`config.mk`:
```
export PLATFORM = sky130hd
export DESIGN_NAME = sonic_gearbox_tx_xg_flat
export DESIGN_NICKNAME = d
export VERILOG_FILES = /design/src/rtl/sonic_xg_pkg.sv /design/src/rtl/sonic_gearbox_tx_xg_if.sv /design/src/rtl/sonic_gearbox_tx_xg.sv /design/src/flat_wrapper.sv
export SDC_FILE = /design/constraint.sdc
export NUM_CORES = 1
export LEC_CHECK = 0
export BUFFER_PORTS_ARGS = -buffer_cell sky130_fd_sc_hd__buf_4
export CORE_AREA = 5 5 162 164
export DETAILED_ROUTE_END_ITERATION = 8
export DIE_AREA = 0 0 167 169
export GPL_ROUTABILITY_DRIVEN = 0
export MAX_ROUTING_LAYER = met4
export PLACE_DENSITY = 0.74
export SYNTH_ARGS = -nofsm -noshare
export SYNTH_HDL_FRONTEND = slang
export SYNTH_SLANG_ARGS = --single-unit
```
`constraint.sdc`:
```
create_clock -name clk -period 7.8 [get_ports clk]
set_input_delay 1.56 -clock clk [delete_from_list [all_inputs] [get_ports clk]]
set_output_delay 1.56 -clock clk [all_outputs]
set_load 0.1 [all_outputs]
```
`src/rtl/sonic_xg_pkg.sv`:
```
// Shared 10G 64b/66b constants, used by the transmit gearbox and the receive blocksync.
// Latency: n/a (constants only).
// Backpressure: n/a.
// Contents: block/word widths, sync header codes, gearbox buffer sizing.
package sonic_xg_pkg;

  localparam int BLOCK_W = 66;  // encoded block, sync header in [1:0]
  localparam int WORD_W  = 64;  // transport word

  localparam logic [1:0] SH_DATA = 2'b01;
  localparam logic [1:0] SH_CTRL = 2'b10;

  // Worst case before an emit is fill=63 plus one block = 129 bits, so 130 covers it.
  localparam int BUF_W  = 2 * BLOCK_W - 2;
  localparam int FILL_W = 7;    // fill count 0..65

endpackage

```
`src/rtl/sonic_gearbox_tx_xg_if.sv`:
```
// Block-in / word-out bus of the 66b->64b transmit gearbox.
// Latency: n/a (wiring only).
// Backpressure: in_ready qualifies in_valid; the word side has no backpressure.
// Signals: in_valid/in_data/in_ready (66-bit blocks in), out_valid/out_data (64-bit words out).
// Modports: master = block source / word sink, slave = gearbox.
interface sonic_gearbox_tx_xg_if;
  import sonic_xg_pkg::*;

  logic               in_valid;
  logic [BLOCK_W-1:0] in_data;
  logic               in_ready;
  logic               out_valid;
  logic [WORD_W-1:0]  out_data;

  modport master (
    output in_valid, in_data,
    input  in_ready, out_valid, out_data
  );

  modport slave (
    input  in_valid, in_data,
    output in_ready, out_valid, out_data
  );

endinterface

```
`src/rtl/sonic_gearbox_tx_xg.sv`:
```
// 66b->64b transmit gearbox: packs 66-bit encoded blocks into a 64-bit word stream, bit 0 first.
// Latency: 1 cycle (block bit 0 accepted at edge N is in out_data after edge N when buffer empty).
// Backpressure: in_ready = fill < 64 from registered fill; a word is emitted whenever 64 bits exist.
// Ports: clk, reset (async, active-high), bus (slave modport: in_valid/in_data/in_ready,
//        out_valid/out_data), underflow (pulse when no word could be emitted),
//        underflow_cnt (saturating), tx_slip (only with SONIC_GEARBOX_TX_SLIP_EN: drop oldest bit).
// Build option: define SONIC_GEARBOX_TX_SLIP_EN to add the tx_slip port and bit-slip logic.
module sonic_gearbox_tx_xg
  import sonic_xg_pkg::*;
#(
  parameter int UFLOW_CNT_W = 16
) (
  input  logic                   clk,
  input  logic                   reset,
`ifdef SONIC_GEARBOX_TX_SLIP_EN
  input  logic                   tx_slip,
`endif
  sonic_gearbox_tx_xg_if.slave   bus,
  output logic                   underflow,
  output logic [UFLOW_CNT_W-1:0] underflow_cnt
);

  // Buffer holds valid bits in [fill-1:0], oldest at bit 0; bits above fill are always zero,
  // which lets a new block be merged in with a plain OR.
  logic [BUF_W-1:0]       buf_q, buf_d;
  logic [FILL_W-1:0]      fill_q, fill_d;
  logic [WORD_W-1:0]      out_data_q, out_data_d;
  logic                   out_valid_q, out_valid_d;
  logic                   underflow_q, underflow_d;
  logic [UFLOW_CNT_W-1:0] uflow_cnt_q, uflow_cnt_d;

  // Intermediate buffer views: after optional slip, after optional append.
  logic [BUF_W-1:0]       buf_s, buf_t;
  logic [FILL_W-1:0]      fill_s;
  logic [FILL_W:0]        total;
  logic                   in_ready;
  logic                   accept;

  assign in_ready = (fill_q < FILL_W'(WORD_W));

  always_comb begin
    buf_s  = buf_q;
    fill_s = fill_q;
`ifdef SONIC_GEARBOX_TX_SLIP_EN
    // Slip drops the oldest bit before this cycle's append; ignored on an empty buffer.
    if (tx_slip && (fill_q != '0)) begin
      buf_s  = buf_q >> 1;
      fill_s = fill_q - FILL_W'(1);
    end
`endif

    accept = bus.in_valid && in_ready;
    buf_t  = buf_s;
    total  = {1'b0, fill_s};
    if (accept) begin
      buf_t = buf_s | (BUF_W'(bus.in_data) << fill_s);
      total = {1'b0, fill_s} + (FILL_W+1)'(BLOCK_W);
    end

    buf_d       = buf_t;
    fill_d      = total[FILL_W-1:0];
    out_data_d  = out_data_q;
    out_valid_d = 1'b0;
    underflow_d = 1'b0;
    uflow_cnt_d = uflow_cnt_q;

    if (total >= (FILL_W+1)'(WORD_W)) begin
      out_data_d  = buf_t[WORD_W-1:0];
      out_valid_d = 1'b1;
      buf_d       = buf_t >> WORD_W;
      fill_d      = FILL_W'(total - (FILL_W+1)'(WORD_W));
    end else begin
      // Not enough bits for a word: out_data keeps its last value.
      underflow_d = 1'b1;
      if (uflow_cnt_q != '1) begin
        uflow_cnt_d = uflow_cnt_q + UFLOW_CNT_W'(1);
      end
    end
  end

  always_ff @(posedge clk or posedge reset) begin
    if (reset) begin
      buf_q       <= '0;
      fill_q      <= '0;
      out_data_q  <= '0;
      out_valid_q <= 1'b0;
      underflow_q <= 1'b0;
      uflow_cnt_q <= '0;
    end else begin
      buf_q       <= buf_d;
      fill_q      <= fill_d;
      out_data_q  <= out_data_d;
      out_valid_q <= out_valid_d;
      underflow_q <= underflow_d;
      uflow_cnt_q <= uflow_cnt_d;
    end
  end

  assign bus.in_ready   = in_ready;
  assign bus.out_valid  = out_valid_q;
  assign bus.out_data   = out_data_q;
  assign underflow      = underflow_q;
  assign underflow_cnt  = uflow_cnt_q;

endmodule

```
`src/flat_wrapper.sv`:
```
// flat-port wrapper written by rule: the top's interface ports become plain ports
module sonic_gearbox_tx_xg_flat import sonic_xg_pkg::*;
#(
  parameter int UFLOW_CNT_W = 16
)
  (clk, reset, underflow, underflow_cnt, bus_in_valid, bus_in_data, bus_in_ready, bus_out_valid, bus_out_data);
  sonic_gearbox_tx_xg_if bus_i ();
  input  logic clk;
  input  logic reset;
  output logic underflow;
  output logic [UFLOW_CNT_W-1:0] underflow_cnt;
  input wire logic [$bits(bus_i.in_valid)-1:0] bus_in_valid;
  input wire logic [$bits(bus_i.in_data)-1:0] bus_in_data;
  output wire logic [$bits(bus_i.in_ready)-1:0] bus_in_ready;
  output wire logic [$bits(bus_i.out_valid)-1:0] bus_out_valid;
  output wire logic [$bits(bus_i.out_data)-1:0] bus_out_data;
  assign bus_i.in_valid = bus_in_valid;
  assign bus_i.in_data = bus_in_data;
  assign bus_in_ready = bus_i.in_ready;
  assign bus_out_valid = bus_i.out_valid;
  assign bus_out_data = bus_i.out_data;
  sonic_gearbox_tx_xg #(.UFLOW_CNT_W(UFLOW_CNT_W)) u_core (.clk(clk), .reset(reset), .bus(bus_i), .underflow(underflow), .underflow_cnt(underflow_cnt));
endmodule
```
==> results of run 1 <==
==> Yosys cell counts (4+ instances only) <==
cell type  number
a221o_1         7
mux2i_1        92
a21oi_1       145
dfrtp_1       218
nor3_1         16
nand2_1        37
buf_2          22
and2_1          4
clkbuf_1       51
nand4_1         5
a221oi_1       13
or2_2           4
o22a_1          4
mux4_2         58
buf_6           7
buf_1           9
nor2_1        277
inv_1           5
and3_1          4
xnor2_1        15
a31oi_1         9
a2111oi_0       8
nand3_1        11
a211oi_1       22
o22ai_1        17
nand2b_1        9
o221ai_1        7
o21ai_1         5
mux2_2         52
o21ai_0        11
==> worst paths after layout <==
path,to,depth (start not counted),slack [ps]
setup / recovery,u_core.bus.out_data[37],6,4020
hold / removal,u_core.buf_q[125],2,480
setup reg to reg,u_core.bus.out_data[37],6,4020
hold reg to reg,u_core.buf_q[125],2,480
max in group asynchronous,u_core.bus.out_data[3],3,4980
min in group asynchronous,u_core.bus.out_data[6],2,1260
==> critical path, delay by kind of cell, from the launching register on <==
kind	cells	cell delay, ps
AND/OR/NAND/NOR	4	1350
buffers and inverters	1	650
flip-flops	1	1000
AO/OA/AOI/OAI	1	610
==> flip-flops by register name, indices dropped and copies added, names as in the netlist <==
register	count
u_core.underflow	1
u_core.bus.out_data	64
u_core.underflow_cnt	16
u_core.buf_q	130
u_core.bus.out_valid	1
u_core.fill_q	6
==> metrics by stage <==
stage / instances / instance area, sq um
detailed placement: 1620 / 13760
finish: 1660 / 14480
floorplan: 1216 / 12520
global placement: 1620 / 13760
CTS: 1660 / 14480
global route: 1660 / 14480
==> cell families (layout without fill, tap and decap cells) <==
group | after synthesis | count (layout) | synth area share
buffers and inverters | 100 | 214 | 0.03857
AO/OA/AOI/OAI | 290 | 290 | 0.1529
AND/OR/NAND/NOR | 380 | 380 | 0.1263
adder cells (fa/ha/maj) | 2 | 2 | 0.001998
flip-flops | 218 | 218 | 0.4357
XOR/XNOR | 18 | 18 | 0.01259
multiplexers | 208 | 208 | 0.2319
==> per-layer routing <==
layer | vias to the layer above | share of wire
met4 | 0 | 0.069
met1 | 5233 | 0.37
li1 | 4673 | -
met5 | - | 0
met2 | 754 | 0.45
met3 | 198 | 0.11
==> placed cells by master (no fill, tap or decap), types with 11 or more instances in the layout <==
master and n:
a211oi_1 22, a21oi_1 145, a221oi_1 13, buf_4 167, clkbuf_16 23, dfrtp_1 214
mux2_2 52, mux2i_1 92, mux4_2 58, nand2_1 37, nand3_1 11, nor2_1 275
nor3_1 16, o21ai_0 11, o22ai_1 17, xnor2_1 15
==> cell type report <==
cell class | count | area share
sequential | 218 | 0.3775
clock inverter | 6 | 0.004235
inverter | 7 | 0.002679
multi-input combinational | 898 | 0.4551
timing repair buffer | 167 | 0.08660
clock buffer | 34 | 0.04538
tap | 330 | 0.02852
==> flow_metrics.py, run 1 <==
metrics = {
    "final_layout": {
        "nNetsFinal": 1386,
        "drive_above_1_share": 0.2579,
        "multi_input_area_sq_um": 6588,
        "antenna_cells": 0,
        "regArea_sq_um": 5465,
        "final_core_util": 0.5850,
        "n_fill_cell": 2120,
        "area_delta_synth_final_pct": 15.62,
    },
    "logic_synthesis": {
        "async_reset_ff_frac": 1.000,
        "seq_area_frac_synth": 0.4357,
        "ys_ff_latch": 218,
        "synth_flop_cell": "dfrtp_1",
        "synth_area_sq_um": 12520,
        "yosys.area.top_type": "dfrtp_1",
        "yosys_warnings": 0,
        "netlist_top_cells_area": "dfrtp_1 44%, mux4_2 10%, nor2_1 8.3%",
        "syn_area_per_cell_sq_um": 10.30,
        "syn-num-nets": 1287,
        "synth_edf_count": 0,
        "netlist.area_leader.share": 0.4357,
        "syn_inst": 1216,
        "synth.distinct_cells": 73,
    },
    "detailed_routing": {
        "wirelength_microns": 39940,
        "routed-via-count": 10860,
        "avgViaCountPerCell": 6.541,
        "drc": 0,
        "routedWlPerCell_microns": 24.06,
        "first_pass_iters": 6,
        "ant_nets": 0,
        "drt_iter0_markers": 1413,
    },
    "die": {
        "ioPinCount": 152,
        "rows": 58,
        "core_sq_um": 24750,
        "die_width_microns": 167,
        "dieArea_sq_um": 28220,
        "die_h_microns": 169,
        "start_util": 0.5060,
    },
    "cts": {
        "clkTransAtPathRegs_ps": 70,
        "holdBufCountCts": 0,
        "post_cts_buffers": 0,
        "clock-sinks": 218,
        "htreeDepth": 1,
        "cts_tree": "yes",
        "clockBufferDepth": 3,
        "ctsResizeCount": 0,
        "root_buffer": "clkbuf_16",
        "clock_latency_ps": 520,
        "cts-buffers-inserted": 23,
    },
    "worst_setup_path": {
        "crit_type": "reg2reg",
        "critPathMaxFanout": 46,
        "critPathMostFrequentCell": "nor2_1",
        "critPathLaunch": "u_core.fill_q[4]",
        "crit_path_cell_trace": "buf_4 > nor2_1 > nand2_1 > nor2_1 > a2111oi_0 > nor2_1",
        "worstReg2RegStart": "u_core.fill_q[4]",
        "crit_arrival_ps": 4150,
        "critPathSlowestCell": "dfrtp_2",
        "cp_slowest_stage_delay_ps": 1000,
        "start_kind": "register",
        "end_kind": "register",
        "required_ps": 8170,
    },
    "global_routing": {
        "use_met2": 0.4343,
        "grtUsageMet1": 0.3580,
        "grt_pass1_wl_microns": 61280,
        "grt_pass1_vias": 10350,
        "busiest_layer": "met2",
        "grt_usage": 0.2842,
        "antenna_found_initial": 0,
        "overflow": 0,
        "use_met3": 0.06632,
        "grt_max_degree": 141,
    },
    "sta": {
        "tns_ps": 0,
        "tightest_slew_ps": 1230,
        "drv_slew": 0,
        "hold_violations": 0,
        "layout_min_cycle_time_ps": 3781,
        "finalSetupViolCount": 0,
        "whs_ps": 479.4,
        "fin_skew_ps": 27.39,
        "grt_setup_unrepaired": "no",
        "max_freq_ghz": 0.2645,
        "post-route-worst-setup-slack_ps": 4020,
        "relSlewSlack": 0.1769,
        "fin_crit_sh": 0.4847,
    },
    "placed_design": {
        "pre_cts_slack_ps": 4093,
        "place_hpwl_microns": 28510,
        "numPortBuffers": 151,
    },
    "run": {
        "maxCapViolCount": 0,
    },
    "run_status": {
        "status": "finished clean",
    },
    "hold_path": {
        "min_from": "u_core.buf_q[125]",
        "holdCritPathClass": "reg2reg",
    },
}
Power of run 1 is not shown: default switching activity piles up to over one toggle a cycle in this logic, so the estimate is an artifact.
==> run 2, diff against run 1 <==
==> constraint.sdc (replaced) <==
create_clock -name clk -period 3.4 [get_ports clk]
set_input_delay 0.68 -clock clk [delete_from_list [all_inputs] [get_ports clk]]
set_output_delay 0.68 -clock clk [all_outputs]
set_load 0.1 [all_outputs]
==> run 2 against run 1 <==
Against the previous run: critical path depth up 1; utilization increased by 2.5 points; sequential share of layout area down 1.5 points; non-clock buffer count up 49; cell count grew 3.1%; sequential cell count unchanged; global-route usage increased by 1.1 points; largest cell class unchanged.
==> flow_metrics.py, run 2 (synthesized netlist as in run 1, its figures left out) <==
metrics = {
    "run_status": {
        "status": "finished clean",
    },
    "final_layout": {
        "nNetsFinal": 1435,
        "layout_commonest_cell": "nor2_1",
        "largest_reg_flops": 130,
        "n_fill_cell": 2051,
        "largest-register": "u_core.buf_q",
        "layout_common_cells": "277 x nor2_1, 214 x dfrtp_1, 205 x buf_4",
        "drive_above_1_share": 0.2870,
        "area_delta_synth_final_pct": 20.55,
    },
    "run": {
        "maxCapViolCount": 0,
    },
    "cts": {
        "clock-sinks": 218,
        "cts_tree": "yes",
        "htreeDepth": 1,
        "cts-buffers-inserted": 23,
        "clock_latency_ps": 520,
        "clkTransAtPathRegs_ps": 70,
        "clockBufferDepth": 3,
        "root_buffer": "clkbuf_16",
        "holdBufCountCts": 0,
    },
    "sta": {
        "drv_slew": 0,
        "grt_setup_unrepaired": "no",
        "relSlewSlack": 0.3518,
        "hold_violations": 0,
        "whs_ps": 360.7,
        "fin_skew_ps": 24.67,
        "post-route-worst-setup-slack_ps": 375.6,
        "fin_crit_sh": 0.8895,
        "max_freq_ghz": 0.3306,
        "tightest_slew_ps": 972.2,
        "finalSetupViolCount": 0,
        "layout_min_cycle_time_ps": 3024,
    },
    "global_routing": {
        "antenna_found_initial": 1,
        "grt_pass1_wl_microns": 63780,
        "grt_usage": 0.2952,
        "overflow": 0,
        "grt_max_degree": 149,
        "grt_pass1_vias": 10800,
    },
    "detailed_routing": {
        "avgViaCountPerCell": 6.443,
        "routed-via-count": 11020,
        "routedWlPerCell_microns": 24.11,
        "first_pass_iters": 8,
        "drc": 0,
        "ant_nets": 0,
        "drt_iter0_markers": 1589,
        "wirelength_microns": 41250,
    },
    "worst_setup_path": {
        "crit_arrival_ps": 3410,
        "cp_slowest_stage_delay_ps": 680,
        "start_kind": "register",
        "crit_type": "reg2reg",
        "critPathSlowestCell": "dfrtp_4",
        "crit_path_cell_trace": "buf_4 > mux2i_1 > o22ai_1 > nor2_1 > a21oi_1 > a2111oi_0 > nor2_1",
        "r2r_cells": 7,
        "cp.depth": 7,
        "critPathMostFrequentCell": "nor2_1",
        "path_buf_inv": 1,
        "r2r_slack_ps": 380,
        "cp_top_family": "compound AO/OA/AOI/OAI gates",
        "required_ps": 3790,
        "critPathMaxFanout": 20,
        "end_kind": "register",
    },
    "placed_design": {
        "pre_cts_slack_ps": 216.2,
        "place_hpwl_microns": 30280,
        "numPortBuffers": 151,
    },
    "die": {
        "ioPinCount": 152,
        "die_width_microns": 167,
        "core_sq_um": 24750,
        "die_h_microns": 169,
        "rows": 58,
        "dieArea_sq_um": 28220,
        "start_util": 0.5060,
    },
    "hold_path": {
        "holdCritPathClass": "in2async",
    },
}
[run 2: cell count changes in the layout (fill, tap and decap cells not counted), moves of 2 or more]
cell,change
buf_4,+38
buf_12,+11
clkbuf_1,-5
bufinv_16,+4
clkinv_4,+3
nor2_1,+2
nor2_2,-2
[run 2: routing by layer]
| layer | up-vias | part of all wire | global-route usage |
|---|---|---|---|
| met3 | 175 | 0.11 | 0.06609 |
| met4 | 0 | 0.064 | 0.1387 |
| met2 | 706 | 0.46 | 0.4574 |
| met1 | 5372 | 0.37 | 0.3724 |
| li1 | 4771 | - | - |
| met5 | - | 0 | - |
[run 2: repair_timing]
action / in CTS / in global routing
resized for setup: 0 / 0
setup buffers: 0 / 1
endpoints found under the setup margin: 0 / 1
[run 2: stage by stage]
stage	util	setup TNS, ps	area (sq um)	instances
3_3_place_gp	0.5752	0	14230	1668
4_1_cts	0.6090	0	15070	1709
6_report	0.6099	0	15090	1711
3_5_place_dp	0.5752	0	14230	1668
5_1_grt	0.6099	0	15090	1711
2_1_floorplan	-	-26180	12520	1216
[run 2: area by class of cell]
class	count	area, sq um	area share
flip-flops and latches	218	5465	0.3621
clock buffers	28	624.3	0.04137
well taps	330	412.9	0.02736
inverters	7	35.03	0.002321
multi-input cells	898	6583	0.4361
clock inverters	13	211.5	0.01401
diodes	1	2.502	0.0001658
repair buffers	216	1759	0.1166
[run 2: path summary, 6_finish.rpt]
path,start,to
worst max-delay path,u_core.fill_q[1],u_core.bus.out_data[56]
worst min-delay path,reset,u_core.bus.out_data[7]
worst max register to register,u_core.fill_q[1],u_core.bus.out_data[56]
worst min register to register,u_core.buf_q[68],u_core.buf_q[4]
max in group asynchronous,reset,u_core.bus.out_data[36]
min in group clk,u_core.buf_q[68],u_core.buf_q[4]
Power of run 2 is left out for the same reason.
==> run 3, diff against run 2 <==
--- a/config.mk
+++ b/config.mk
@@ -5,13 +5,14 @@
 export SDC_FILE = /design/constraint.sdc
 export NUM_CORES = 1
 export LEC_CHECK = 0
+export ABC_AREA = 1
 export BUFFER_PORTS_ARGS = -buffer_cell sky130_fd_sc_hd__buf_4
-export CORE_AREA = 5 5 162 164
+export CORE_AREA = 5 5 164 166
 export DETAILED_ROUTE_END_ITERATION = 8
-export DIE_AREA = 0 0 167 169
+export DIE_AREA = 0 0 169 171
 export GPL_ROUTABILITY_DRIVEN = 0
 export MAX_ROUTING_LAYER = met4
-export PLACE_DENSITY = 0.74
+export PLACE_DENSITY = 0.72
 export SYNTH_ARGS = -nofsm -noshare
 export SYNTH_HDL_FRONTEND = slang
 export SYNTH_SLANG_ARGS = --single-unit
==> constraint.sdc (replaced) <==
create_clock -name clk -period 3.04 [get_ports clk]
set_input_delay 0.608 -clock clk [delete_from_list [all_inputs] [get_ports clk]]
set_output_delay 0.608 -clock clk [all_outputs]
set_load 0.1 [all_outputs]
==> run 3 against run 2 <==
Against the previous run: via count grew 22%; cell count grew 33%; die area rose by 2.4%; largest cell class unchanged.
==> flow_metrics.py, run 3 <==
metrics = {
    "logic_synthesis": {
        "seq_area_frac_synth": 0.4203,
        "ys_ff_latch": 218,
        "async_reset_ff_frac": 1.000,
        "yosysMostFrequentCell": "nand2_1",
        "syn_inst": 1844,
        "synth_flop_cell": "dfrtp_1",
        "yosys_warnings": 0,
        "netlist_top_cells_area": "dfrtp_1 42%, nand3_1 18%, nand2_1 17%",
        "yosys.area.top_type": "dfrtp_1",
        "synth_area_sq_um": 12980,
        "syn-num-nets": 1915,
        "syn_area_per_cell_sq_um": 7.038,
        "synth_edf_count": 0,
        "synth.distinct_cells": 37,
        "yosys-top-cells-count": "596 x nand2_1, 456 x nand3_1, 218 x dfrtp_1, 101 x inv_1, 87 x nor2_1",
        "netlist.area_leader.share": 0.4203,
    },
    "sta": {
        "tns_ps": 0,
        "fin_crit_sh": 0.8423,
        "layout_min_cycle_time_ps": 2560,
        "max_freq_ghz": 0.3906,
        "grt_setup_unrepaired": "no",
        "finalSetupViolCount": 0,
        "relSlewSlack": 0.3948,
        "drv_slew": 0,
        "post-route-worst-setup-slack_ps": 479.5,
        "fin_skew_ps": 13.12,
        "hold_violations": 0,
        "tightest_slew_ps": 907.8,
    },
    "die": {
        "die_width_microns": 169,
        "rows": 59,
        "core_sq_um": 25470,
        "ioPinCount": 152,
        "dieArea_sq_um": 28900,
        "start_util": 0.5096,
        "die_h_microns": 171,
    },
    "worst_setup_path": {
        "end_kind": "register",
        "critPathLaunch": "u_core.fill_q[1]",
        "r2r_slack_ps": 480,
        "crit_type": "reg2reg",
        "crit_path_cell_trace": "buf_4 > o21ai_0 > inv_1 > nand2_1 > nand3_1 > nand3_1 > nand3_1 > nand3b_1 > nand2_1 > o21ai_1",
        "critPathMostFrequentCell": "nand3_1",
        "crit_arrival_ps": 2960,
        "worstReg2RegStart": "u_core.fill_q[1]",
        "path_buf_inv": 2,
        "required_ps": 3440,
        "cp_top_family": "simple AND/OR/NAND/NOR gates",
        "start_kind": "register",
        "reg2reg_to": "u_core.buf_q[62]",
        "r2r_cells": 10,
        "critPathSlowestCell": "dfrtp_2",
        "cp_slowest_stage_delay_ps": 540,
        "critPathMaxFanout": 56,
    },
    "final_layout": {
        "area_delta_synth_final_pct": 16.98,
        "regArea_sq_um": 5460,
        "final_area_sq_um": 15180,
        "nNetsFinal": 2002,
        "n_fill_cell": 2320,
        "largest-register": "u_core.buf_q",
        "multi_input_area_sq_um": 6584,
        "drive_above_1_share": 0.1351,
        "layout_commonest_cell": "nand2_1",
        "largest_reg_flops": 130,
        "antenna_cells": 0,
        "layout_common_cells": "596 x nand2_1, 456 x nand3_1, 214 x dfrtp_1",
    },
    "detailed_routing": {
        "routed-via-count": 13500,
        "wirelength_microns": 43980,
        "drt_iter0_markers": 2161,
        "routedWlPerCell_microns": 19.27,
        "first_pass_iters": 8,
        "avgViaCountPerCell": 5.915,
        "drc": 0,
        "ant_nets": 0,
    },
    "run_status": {
        "status": "finished clean",
    },
    "cts": {
        "root_buffer": "clkbuf_16",
        "clock_latency_ps": 520,
        "post_cts_buffers": 0,
        "clkTransAtPathRegs_ps": 60,
        "cts-buffers-inserted": 24,
        "holdBufCountCts": 0,
        "clock-sinks": 218,
        "ctsResizeCount": 0,
        "cts_tree": "yes",
        "clockBufferDepth": 3,
        "htreeDepth": 1,
    },
    "global_routing": {
        "grt_max_degree": 140,
        "overflow": 0,
        "grt_pass1_wl_microns": 68320,
        "grt_pass1_vias": 12410,
        "grt_usage": 0.3062,
        "antenna_found_initial": 0,
    },
    "run": {
        "maxCapViolCount": 0,
    },
    "placed_design": {
        "place_hpwl_microns": 32000,
        "numPortBuffers": 151,
        "pre_cts_slack_ps": 557.9,
        "postPlaceCellArea_sq_um": 14390,
    },
    "hold_path": {
        "holdCritPathClass": "in2async",
    },
}
## run 3: cell count changes in the layout (fill, tap and decap cells not counted), moves of 22 or more
cell	delta
o21bai_1	+39
a21oi_1	-93
mux2_2	-52
mux4_2	-58
nor2_1	-191
mux2i_1	-92
a211oi_1	-22
inv_1	+95
buf_4	-32
nand3_1	+445
nand2_1	+559
## run 3: metrics by stage
stage	hold slack, ps	std cells	util
floorplan	446.5	1844	-
global placement	455.5	2240	0.5649
detailed placement	467.4	2240	0.5649
CTS	150.8	2282	0.5961
global route	169.6	2282	0.5961
finish	142.2	2282	0.5961
## run 3: how the worst max path moves through the flow
stage,endpoint,cells past startpoint
2_1_floorplan,u_core.buf_q[0],1
3_3_place_gp,u_core.underflow_cnt[12],8
3_5_place_dp,u_core.buf_q[18],8
4_1_cts,u_core.buf_q[18],8
5_1_grt,u_core.buf_q[62],10
6_report,u_core.buf_q[62],10
## run 3: cell type report
cell class                 count  area share
multi-input combinational   1397      0.4337
sequential                   218      0.3596
timing repair buffer         184      0.1000
clock buffer                  37     0.04747
tap                          335     0.02761
inverter                     106     0.02662
clock inverter                 5    0.004945
## run 3: kinds of logic (layout without fill, tap and decap cells)
family | count (synthesis) | in the layout | share of synthesized area
simple gates | 1185 | 1185 | 0.3984
buf+inv | 229 | 332 | 0.07404
flops | 218 | 218 | 0.4203
compound gates | 192 | 192 | 0.09313
xor+xnor | 18 | 18 | 0.01215
fa+ha+maj | 2 | 2 | 0.001928
## run 3: metal layers
metal | vias to the layer above | share of wire | track usage | routed length (microns)
li1 | 6293 | - | - | -
met1 | 6274 | 0.40 | 0.4105 | 17490
met2 | 786 | 0.44 | 0.4613 | 19380
met3 | 146 | 0.11 | 0.05568 | 4811
met4 | 0 | 0.052 | 0.1278 | 2292
met5 | - | 0 | - | 0
Power of run 3 is left out for the same reason.
